[src/rtl/fw_cmd_sequencer.sv]
// Firmware command decoder and single-engine test sequencer with status word.
// Optional execute watchdog enabled by defining CMS_PIX28_EXEC_TIMEOUT_EN.
module fw_cmd_sequencer #(
    parameter logic [3:0]  FIRMWARE_ID    = 4'h1,
    parameter int unsigned TEST_NUM_LSB   = 14,
    parameter logic [3:0]  TEST_MASK      = 4'hF,
    parameter int unsigned TIMEOUT_CYCLES = 100000000
) (
    input  logic        fw_axi_clk,
    input  logic        fw_rst_n,
    input  logic        cmd_valid,
    input  logic [31:0] cmd_data,
    output logic [15:0] op_strobe,
    output logic [23:0] cfg_execute,
    output logic [3:0]  test_start,
    input  logic [3:0]  test_done,
    output logic        test_abort,
    output logic        busy,
    output logic        fw_rst_req,
    output logic [31:0] fw_status
);

    localparam int unsigned BODY_W      = 24;
    localparam int unsigned TEST_W      = 4;
    localparam int unsigned STATUS_W    = 32;
    localparam int unsigned ST_EXEC_BIT = 13;
    localparam int unsigned ST_DONE_LSB = 14;
    localparam int unsigned ST_ERR_BIT  = 31;

    localparam logic [3:0] OP_W_RST_FW          = 4'h1;
    localparam logic [3:0] OP_W_STATUS_FW_CLEAR = 4'hE;
    localparam logic [3:0] OP_W_EXECUTE         = 4'hF;

    typedef struct packed {
        logic [3:0]        device_id;
        logic [3:0]        op_code;
        logic [BODY_W-1:0] body;
    } cmd_t;

    typedef enum logic {
        ST_IDLE = 1'b0,
        ST_RUN  = 1'b1
    } state_t;

    state_t              state, state_n;
    logic [TEST_W-1:0]   run_tn, run_tn_n;
    logic [15:0]         op_strobe_n;
    logic [BODY_W-1:0]   cfg_execute_n;
    logic [TEST_W-1:0]   test_start_n;
    logic                test_abort_n;
    logic                fw_rst_req_n;
    logic [STATUS_W-1:0] fw_status_n;

    cmd_t              cmd_c;
    logic              accept_c;
    logic [TEST_W-1:0] tn_c;
    logic              tn_ok_c;
    logic              exec_ok_c;
    logic              rst_cmd_c;
    logic              done_hit_c;
    logic              to_hit_c;

    assign cmd_c      = cmd_t'(cmd_data);
    assign accept_c   = cmd_valid && (cmd_c.device_id == FIRMWARE_ID);
    assign tn_c       = cmd_c.body[TEST_NUM_LSB +: TEST_W];
    assign tn_ok_c    = (tn_c != '0) && ((tn_c & (tn_c - TEST_W'(1))) == '0)
                        && ((tn_c & TEST_MASK) != '0);
    assign exec_ok_c  = accept_c && (cmd_c.op_code == OP_W_EXECUTE) && tn_ok_c
                        && (state == ST_IDLE);
    assign rst_cmd_c  = accept_c && (cmd_c.op_code == OP_W_RST_FW);
    // test_start is high only in the first RUN cycle, where done is ignored
    assign done_hit_c = (state == ST_RUN) && (test_start == '0)
                        && ((test_done & run_tn) != '0);

`ifdef CMS_PIX28_EXEC_TIMEOUT_EN
    localparam logic [31:0] TO_LAST = 32'(TIMEOUT_CYCLES - 1);

    logic [31:0] to_cnt, to_cnt_n;

    // Watchdog counter: held at zero in IDLE, counts every RUN cycle
    always_comb begin
        to_cnt_n = '0;
        if (state == ST_RUN) begin
            to_cnt_n = to_cnt + 32'd1;
        end
    end

    always_ff @(posedge fw_axi_clk or negedge fw_rst_n) begin
        if (!fw_rst_n) begin
            to_cnt <= '0;
        end else begin
            to_cnt <= to_cnt_n;
        end
    end

    assign to_hit_c = (state == ST_RUN) && (to_cnt == TO_LAST) && !done_hit_c;
`else
    assign to_hit_c = 1'b0;
`endif

    // Next-state, strobe and status computation
    always_comb begin
        state_n       = state;
        run_tn_n      = run_tn;
        op_strobe_n   = '0;
        cfg_execute_n = cfg_execute;
        test_start_n  = '0;
        test_abort_n  = 1'b0;
        fw_rst_req_n  = 1'b0;
        fw_status_n   = fw_status;

        if (accept_c) begin
            case (cmd_c.op_code)
                4'h0: begin
                    op_strobe_n[cmd_c.op_code] = 1'b1;
                end
                OP_W_RST_FW: begin
                    op_strobe_n[cmd_c.op_code] = 1'b1;
                    fw_status_n                = STATUS_W'(1);
                    fw_rst_req_n               = 1'b1;
                end
                OP_W_STATUS_FW_CLEAR: begin
                    op_strobe_n[cmd_c.op_code] = 1'b1;
                    fw_status_n                = '0;
                end
                OP_W_EXECUTE: begin
                    if (exec_ok_c) begin
                        op_strobe_n[cmd_c.op_code] = 1'b1;
                        fw_status_n[ST_EXEC_BIT]   = 1'b1;
                        cfg_execute_n              = cmd_c.body;
                        test_start_n               = tn_c;
                        run_tn_n                   = tn_c;
                    end else begin
                        fw_status_n[ST_ERR_BIT] = 1'b1;
                    end
                end
                default: begin
                    op_strobe_n[cmd_c.op_code]              = 1'b1;
                    fw_status_n[5'(cmd_c.op_code - 4'd1)]   = 1'b1;
                end
            endcase
        end

        case (state)
            ST_IDLE: begin
                if (exec_ok_c) begin
                    state_n = ST_RUN;
                end
            end
            ST_RUN: begin
                // Soft reset outranks both completion and watchdog expiry
                if (rst_cmd_c) begin
                    test_abort_n = 1'b1;
                    state_n      = ST_IDLE;
                end else if (done_hit_c) begin
                    fw_status_n[ST_DONE_LSB +: TEST_W] =
                        fw_status_n[ST_DONE_LSB +: TEST_W] | run_tn;
                    state_n = ST_IDLE;
                end else if (to_hit_c) begin
                    test_abort_n            = 1'b1;
                    fw_status_n[ST_ERR_BIT] = 1'b1;
                    state_n                 = ST_IDLE;
                end
            end
            default: begin
                state_n = ST_IDLE;
            end
        endcase
    end

    always_ff @(posedge fw_axi_clk or negedge fw_rst_n) begin
        if (!fw_rst_n) begin
            state       <= ST_IDLE;
            run_tn      <= '0;
            op_strobe   <= '0;
            cfg_execute <= '0;
            test_start  <= '0;
            test_abort  <= 1'b0;
            busy        <= 1'b0;
            fw_rst_req  <= 1'b0;
            fw_status   <= '0;
        end else begin
            state       <= state_n;
            run_tn      <= run_tn_n;
            op_strobe   <= op_strobe_n;
            cfg_execute <= cfg_execute_n;
            test_start  <= test_start_n;
            test_abort  <= test_abort_n;
            busy        <= (state_n == ST_RUN);
            fw_rst_req  <= fw_rst_req_n;
            fw_status   <= fw_status_n;
        end
    end

endmodule

[config.mk]
export PLATFORM = sky130hd
export DESIGN_NAME = fw_cmd_sequencer
export DESIGN_NICKNAME = d
export VERILOG_FILES = /design/src/rtl/fw_cmd_sequencer.sv
export SDC_FILE = /design/constraint.sdc
export NUM_CORES = 1
export LEC_CHECK = 0
export ABC_CLOCK_PERIOD_IN_PS = 1700
export CORE_ASPECT_RATIO = 1.75
export CORE_UTILIZATION = 39
export DETAILED_ROUTE_END_ITERATION = 7
export PLACE_DENSITY = 0.75
export SLEW_MARGIN = 20
export SYNTH_ARGS = -nofsm -noshare
export SYNTH_HDL_FRONTEND = slang
export SYNTH_SLANG_ARGS = --single-unit
export TNS_END_PERCENT = 50
[constraint.sdc]
create_clock -name fw_axi_clk -period 1.7 [get_ports fw_axi_clk]
set_clock_uncertainty 0.2 [all_clocks]
set_input_delay 0.34 -clock fw_axi_clk [delete_from_list [all_inputs] [get_ports fw_axi_clk]]
set_output_delay 0.34 -clock fw_axi_clk [all_outputs]
set_load 0.01 [all_outputs]
==> flow_summary.toml, run 1 <==
[worst_setup_path]
r2r-end = "run_tn[2]"
required_ps = 1720
worstSetupPathType = "primary input to flip-flop"
critical_path_peak_fanout = 6
rr_worst_depth = 4
reg2reg_slack_ps = 50
worst_setup_path_start_kind = "primary input"
r2r-start = "state"
cp_data_arrival_time_ps = 1870
cp-end-kind = "flip-flop"

[yosys]
synth-seq-cells = 79
synthFlopType = "dfrtp_1"
synth_area_mm2 = 0.00306
synth_top_area_frac = 0.646
ys.warnings.count = 0
synth_top_cells_by_area = "dfrtp_1 65%, mux2_2 8.5%, and2_1 3.7%"
synth-edff-count = 0
netlist_instances = 233
synth.avg_cell_area_um2 = 13.1
yosysTopAreaCell = "dfrtp_1"
synth.distinct_cells = 39
syn-num-nets = 272
synthTopCellsByCount = "79 x dfrtp_1, 23 x mux2_2, 18 x and2_1, 13 x nor2_1"
synthArstFlopShare = 1.00
ys_seq_area_frac = 0.646
yosysMostFrequentCell = "dfrtp_1"

[floorplanning]
coreArea_mm2 = 0.00757
die_area_mm2 = 0.00822
initial_core_util = 0.405
num_rows = 42
num_io_pins = 118
dieWidth_um = 69.0
die_h_um = 119

[min_path]
min_path_type = "primary input to flip-flop"
holdPathEnd = "test_start[1]"
hp-start = "cmd_data[15]"
hold_depth = 2

[timing]
min_period_ps = 1850
fmax_ghz = 0.539
finalWorstSetupSlack_ps = -154
hold_violations = 0
tightest_slew_ps = 412
slew_headroom = 0.726
slew_viol_final = 0
setup_viol = 28
fin_crit_sh = 1.09
grt_setup_unrepaired = "yes"

[placed_design]
pre_cts_ws_ps = -871
dpl.hpwl_mm = 5.88
gp_congestion = 0.891
buffer_ports.inserted = 117

[clock_network]
cts.sinks = 79
clockRootBuffer = "clkbuf_16"
clk_pin_slew_ps = 50
clock_latency_ps = 340
clk_path_buf_depth = 2
cts.htree.levels = 3
cts_tree = "built"
cts_buffers = 9

[routing]
vias_per_cell = 5.25
vias = 2611
drtPass1Iterations = 7
wire_per_inst_um = 17.8
drt_iter0_drc = 140
ant_nets = 0
drc = 0
totalWireLength_mm = 8.87

[pwr]
p_per_area_mw_per_mm2 = 843
pwr-share-comb = 0.078
swShare = 0.204
switchingPower_uw = 899
clock_power_share = 0.487
vdd_ir_drop_max_uv = 667
p_leak_nw = 2.79
sequentialPowerShare = 0.435
power.internal_mw = 3.51

[global_routing]
grt-ovfl-total = 0
grt_first_pass_wirelength_mm = 14.1
grt_max_degree = 80
track_usage = 0.240
grt_antenna_before_repair = 0
grt_pass1_vias = 2823

[flow_run]
maxCapViolations = 0

[layout]
syn2layout_area_growth_pct = 70.8
drive_above_1_share = 0.320
final_util = 0.691
finalNetCount = 444
antennaDiodeCount = 0
n_fill_cell = 581
regArea_mm2 = 0.00198
multi_input_area_mm2 = 0.00119

[run_status]
status = "finished, violations left"
violations = "setup timing"
==> worst max-delay path by stage <==
stage / start / to / slack, ps / cells past startpoint
6_report: cmd_data[31] / run_tn[2] / -150 / 7
5_1_grt: cmd_data[31] / run_tn[2] / -230 / 7
4_1_cts: cmd_data[30] / cfg_execute[6] / -180 / 8
3_5_place_dp: cmd_data[15] / cfg_execute[1] / -870 / 6
3_3_place_gp: cmd_data[15] / cfg_execute[1] / -780 / 6
2_1_floorplan: cmd_data[30] / cfg_execute[10] / -370 / 5
==> registers in the layout (all words and copies together), names as in the netlist <==
signal / flops
run_tn: 3
cfg_execute: 21
state: 1
test_abort: 1
test_start: 4
op_strobe: 16
fw_status: 32
fw_rst_req: 1
==> per-stage QoR <==
stage | power [mW] | cell area [um^2] | setup TNS (ps) | instances | hold slack (ps)
finish | 4.41 | 5230 | -3510 | 497 | 93.6
global route | 4.53 | 5230 | -5410 | 497 | 98.4
CTS | 4.43 | 5250 | -3760 | 500 | 85.6
detailed placement | 2.29 | 4660 | -50260 | 470 | 202
global placement | 2.28 | 4660 | -47590 | 470 | 193
floorplan | 2.05 | 3110 | -12680 | 233 | -156
==> layout make-up <==
cell class	instances	area share
flip-flops and latches	79	0.378
repair buffers	174	0.309
multi-input cells	137	0.227
clock buffers	11	0.0445
well taps	88	0.0211
clock inverters	4	0.0182
inverters	4	0.00287
==> worst max-delay path, cell delays in order <==
cell and delay, ps:
buf_6 90, and4bb_2 340, nand4b_4 130, nor4_4 320, buf_4 200, buf_12 140, mux2_4 300
==> layer usage <==
metal | vias up | routed length (um) | part of all wire | GRT usage
li1 | 1178 | - | - | -
met1 | 1298 | 3000 | 0.34 | 0.243
met2 | 104 | 5060 | 0.57 | 0.421
met3 | 31 | 452 | 0.051 | 0.0575
met4 | 0 | 361 | 0.041 | 0.142
met5 | - | 0 | 0 | 0
==> placed cells by master (no fill, tap or decap), types with 2 or more instances in the layout <==
cell             Yosys  layout
a211oi_1             5       4
a21oi_1              9       9
a22o_1               6       6
a31oi_1              6       6
and2_1              18      17
buf_12               0       4
buf_16               0       4
buf_2                5       6
buf_4                0      49
buf_6                2       7
bufinv_16            0       3
clkbuf_1             4       2
clkbuf_16            0       9
clkdlybuf4s50_1      0      24
dfrtp_1             79      79
dlygate4sd2_1        0      76
inv_1                4       4
mux2_4               0      24
nand2_1             10       9
nand4_1              2       2
nor2_1              13      13
nor3_1               6       5
nor4_1              10       7
nor4_2               0       2
nor4_4               1       2
o21a_1               4       4
or4b_4               0       2
==> power groups by stage <==
stage               Sequential, mW  Combinational (mW)  Clock, mW
floorplan                     1.96              0.0865          0
global placement              1.95               0.331          0
detailed placement            1.95               0.339          0
CTS                           1.92               0.342       2.18
global route                  1.92               0.372       2.24
finish                        1.92               0.344       2.15
==> cell families after synthesis <==
logic type                count (synthesis)  synth area share
AOI/OAI and AO/OA                        39            0.0879
DFF                                      79             0.646
muxes                                    24            0.0883
buffers and inverters                    17            0.0278
xor gates and xnor gates                  1           0.00286
and+or+nand+nor                          73             0.148
==> timing repair <==
| item | in CTS | in global routing |
|---|---|---|
| gates resized for setup | 174 | 15 |
| buffers inserted | 8 | 0 |
| gates cloned | 6 | 0 |
| endpoints found under the hold margin | 79 | 0 |
| setup endpoints to repair | 150 | 40 |
| hold buffers | 1 | 0 |
| pin swaps | 10 | 4 |
Note: power is estimated with default switching activity, not from simulation.
==> run 2, diff against run 1 <==
--- a/config.mk
+++ b/config.mk
@@ -6,10 +6,12 @@
 export NUM_CORES = 1
 export LEC_CHECK = 0
 export ABC_CLOCK_PERIOD_IN_PS = 1700
+export CELL_PAD_IN_SITES_DETAIL_PLACEMENT = 2
+export CELL_PAD_IN_SITES_GLOBAL_PLACEMENT = 2
 export CORE_ASPECT_RATIO = 1.75
-export CORE_UTILIZATION = 39
+export CORE_UTILIZATION = 25
 export DETAILED_ROUTE_END_ITERATION = 7
-export PLACE_DENSITY = 0.75
+export PLACE_DENSITY_LB_ADDON = 0.1
 export SLEW_MARGIN = 20
 export SYNTH_ARGS = -nofsm -noshare
 export SYNTH_HDL_FRONTEND = slang
==> run 2 against run 1 <==
  * The run still ends with setup timing left
  * Global-route usage fell by 5.8 points
  * Clock power rose by 6%
  * Die area rose by 55%
  * Via count rose by 0.11%
  * Total power rose by 3.4%
  * Worst hold slack got worse by 66 ps
  * Core utilization fell by 24 points
  * Fmax fell by 0.74%
  * Critical path type unchanged
  * Largest cell class unchanged
  * Highest routed layer unchanged
==> flow_summary.toml, run 2 (synthesis gave the netlist of run 1 again) <==
[run_status]
status = "finished, violations left"
violations = "setup timing"

[floorplanning]
dieWidth_um = 85.7
coreArea_mm2 = 0.0120
initial_core_util = 0.255
num_io_pins = 118
die_area_mm2 = 0.0127
num_rows = 53
die_h_um = 148

[timing]
hold_violations = 0
grt_setup_unrepaired = "yes"
setup_viol = 35
tightest_slew_ps = 433
slew_viol_final = 0
fmax_ghz = 0.535
finalWorstSetupSlack_ps = -168
min_period_ps = 1870
fin_crit_sh = 1.10
slew_headroom = 0.711

[layout]
syn2layout_area_growth_pct = 78.6
final_util = 0.456
top_regs = "fw_status x32, cfg_execute x21, op_strobe x16"
postLayoutCellArea_mm2 = 0.00547
largest_reg_flops = 32
top_register = "fw_status"
drive_above_1_share = 0.346
layout_commonest_cell = "dfrtp_1"
stdcell_count = 584
finalNetCount = 453
n_fill_cell = 1230
antennaDiodeCount = 0
final_cell_mix = "79 x dfrtp_1, 76 x dlygate4sd2_1, 55 x buf_4"

[clock_network]
clk_pin_slew_ps = 60
clock_latency_ps = 340
cts_tree = "built"
cts.htree.levels = 3
clk_path_buf_depth = 2
cts_buffers = 9
cts.sinks = 79
clockRootBuffer = "clkbuf_16"

[worst_setup_path]
cp_data_arrival_time_ps = 1880
worstSetupPathType = "primary input to flip-flop"
critical_path_peak_fanout = 7
worst_setup_path_start_kind = "primary input"
cp-end-kind = "flip-flop"
required_ps = 1710

[global_routing]
grt_max_degree = 80
grt_first_pass_wirelength_mm = 17.0
grt_pass1_vias = 2974
grt_antenna_before_repair = 0
track_usage = 0.182
grt-ovfl-total = 0

[routing]
drc = 0
drtPass1Iterations = 4
ant_nets = 0
drt_iter0_drc = 73
totalWireLength_mm = 10.9
vias = 2614
vias_per_cell = 4.48
wire_per_inst_um = 18.6

[pwr]
pwr-share-comb = 0.080
power.internal_mw = 3.58
swShare = 0.215
p_leak_nw = 2.86
power_mw = 4.56
sequentialPowerShare = 0.420
clock_power_share = 0.500
vdd_ir_drop_max_uv = 666
switchingPower_uw = 978
p_per_area_mw_per_mm2 = 833

[placed_design]
gp_congestion = 0.763
dp.cells = 553
dpl.hpwl_mm = 7.22
buffer_ports.inserted = 117
post_dp_cell_area_mm2 = 0.00480

[flow_run]
maxCapViolations = 0

[min_path]
min_path_type = "primary input to flip-flop"
## run 2: cell types whose count changed in the layout (fill, tap and decap cells not counted), sizes merged
cell    change
buf         +7
clkbuf      +1
clkinv      +1
inv         +1
## run 2: layer usage
layer | vias up | global-route usage | routed length [um]
li1 | 1194 | - | -
met1 | 1337 | 0.181 | 3790
met2 | 76 | 0.358 | 6480
met3 | 7 | 0.0433 | 505
met4 | 0 | 0.0650 | 98
met5 | - | 0 | 0
## run 2: repair_timing
action,CTS,global route
gates cloned,5,0
gates resized for setup,189,12
endpoints found under the setup margin,154,41
buffers inserted,9,1
pin swaps,18,4
hold buffers,1,0
hold endpoints to repair,79,0
## run 2: power groups by stage
stage | sequential [mW] | combinational [mW] | clock (mW)
4_1_cts | 1.91 | 0.370 | 2.37
3_5_place_dp | 1.95 | 0.358 | 0
5_1_grt | 1.92 | 0.393 | 2.42
6_report | 1.91 | 0.362 | 2.28
2_1_floorplan | 1.96 | 0.0865 | 0
3_3_place_gp | 1.95 | 0.351 | 0
## run 2: through the flow
| stage | worst slack [ps] | setup TNS (ps) | hold slack, ps |
|---|---|---|---|
| 3_5_place_dp | -884 | -53350 | 213 |
| 3_3_place_gp | -788 | -50270 | 205 |
| 5_1_grt | -210 | -5340 | 22.7 |
| 4_1_cts | -123 | -2190 | 3.50 |
| 6_report | -168 | -4010 | 27.9 |
| 2_1_floorplan | -366 | -12680 | -156 |
## run 2: final cells by class
class                   count  area (um^2)  share of cell area
well taps                 165          206              0.0377
clock buffers              10          239              0.0437
multi-input cells         137         1210               0.221
flip-flops and latches     79         1980               0.361
inverters                   4         15.0             0.00275
repair buffers            183         1700               0.312
clock inverters             6          116              0.0213
## run 2: worst paths after layout
check,startpoint,to,slack (ps),depth (start not counted)
worst min-delay path,cmd_data[27],fw_status[1],30,2
worst min register to register,fw_status[31],fw_status[31],280,2
worst max-delay path,cmd_data[31],cfg_execute[17],-170,7
min in group asynchronous,fw_rst_n,op_strobe[13],380,3
worst max register to register,state,cfg_execute[17],30,5
max in group asynchronous,fw_rst_n,cfg_execute[11],590,3
## run 2: worst max-delay path, cell delays in order
cell and delay, ps:
buf_6 90, and4bb_2 340, nand4b_4 140, nor4_4 320, buf_4 200, buf_12 140, mux2_4 300
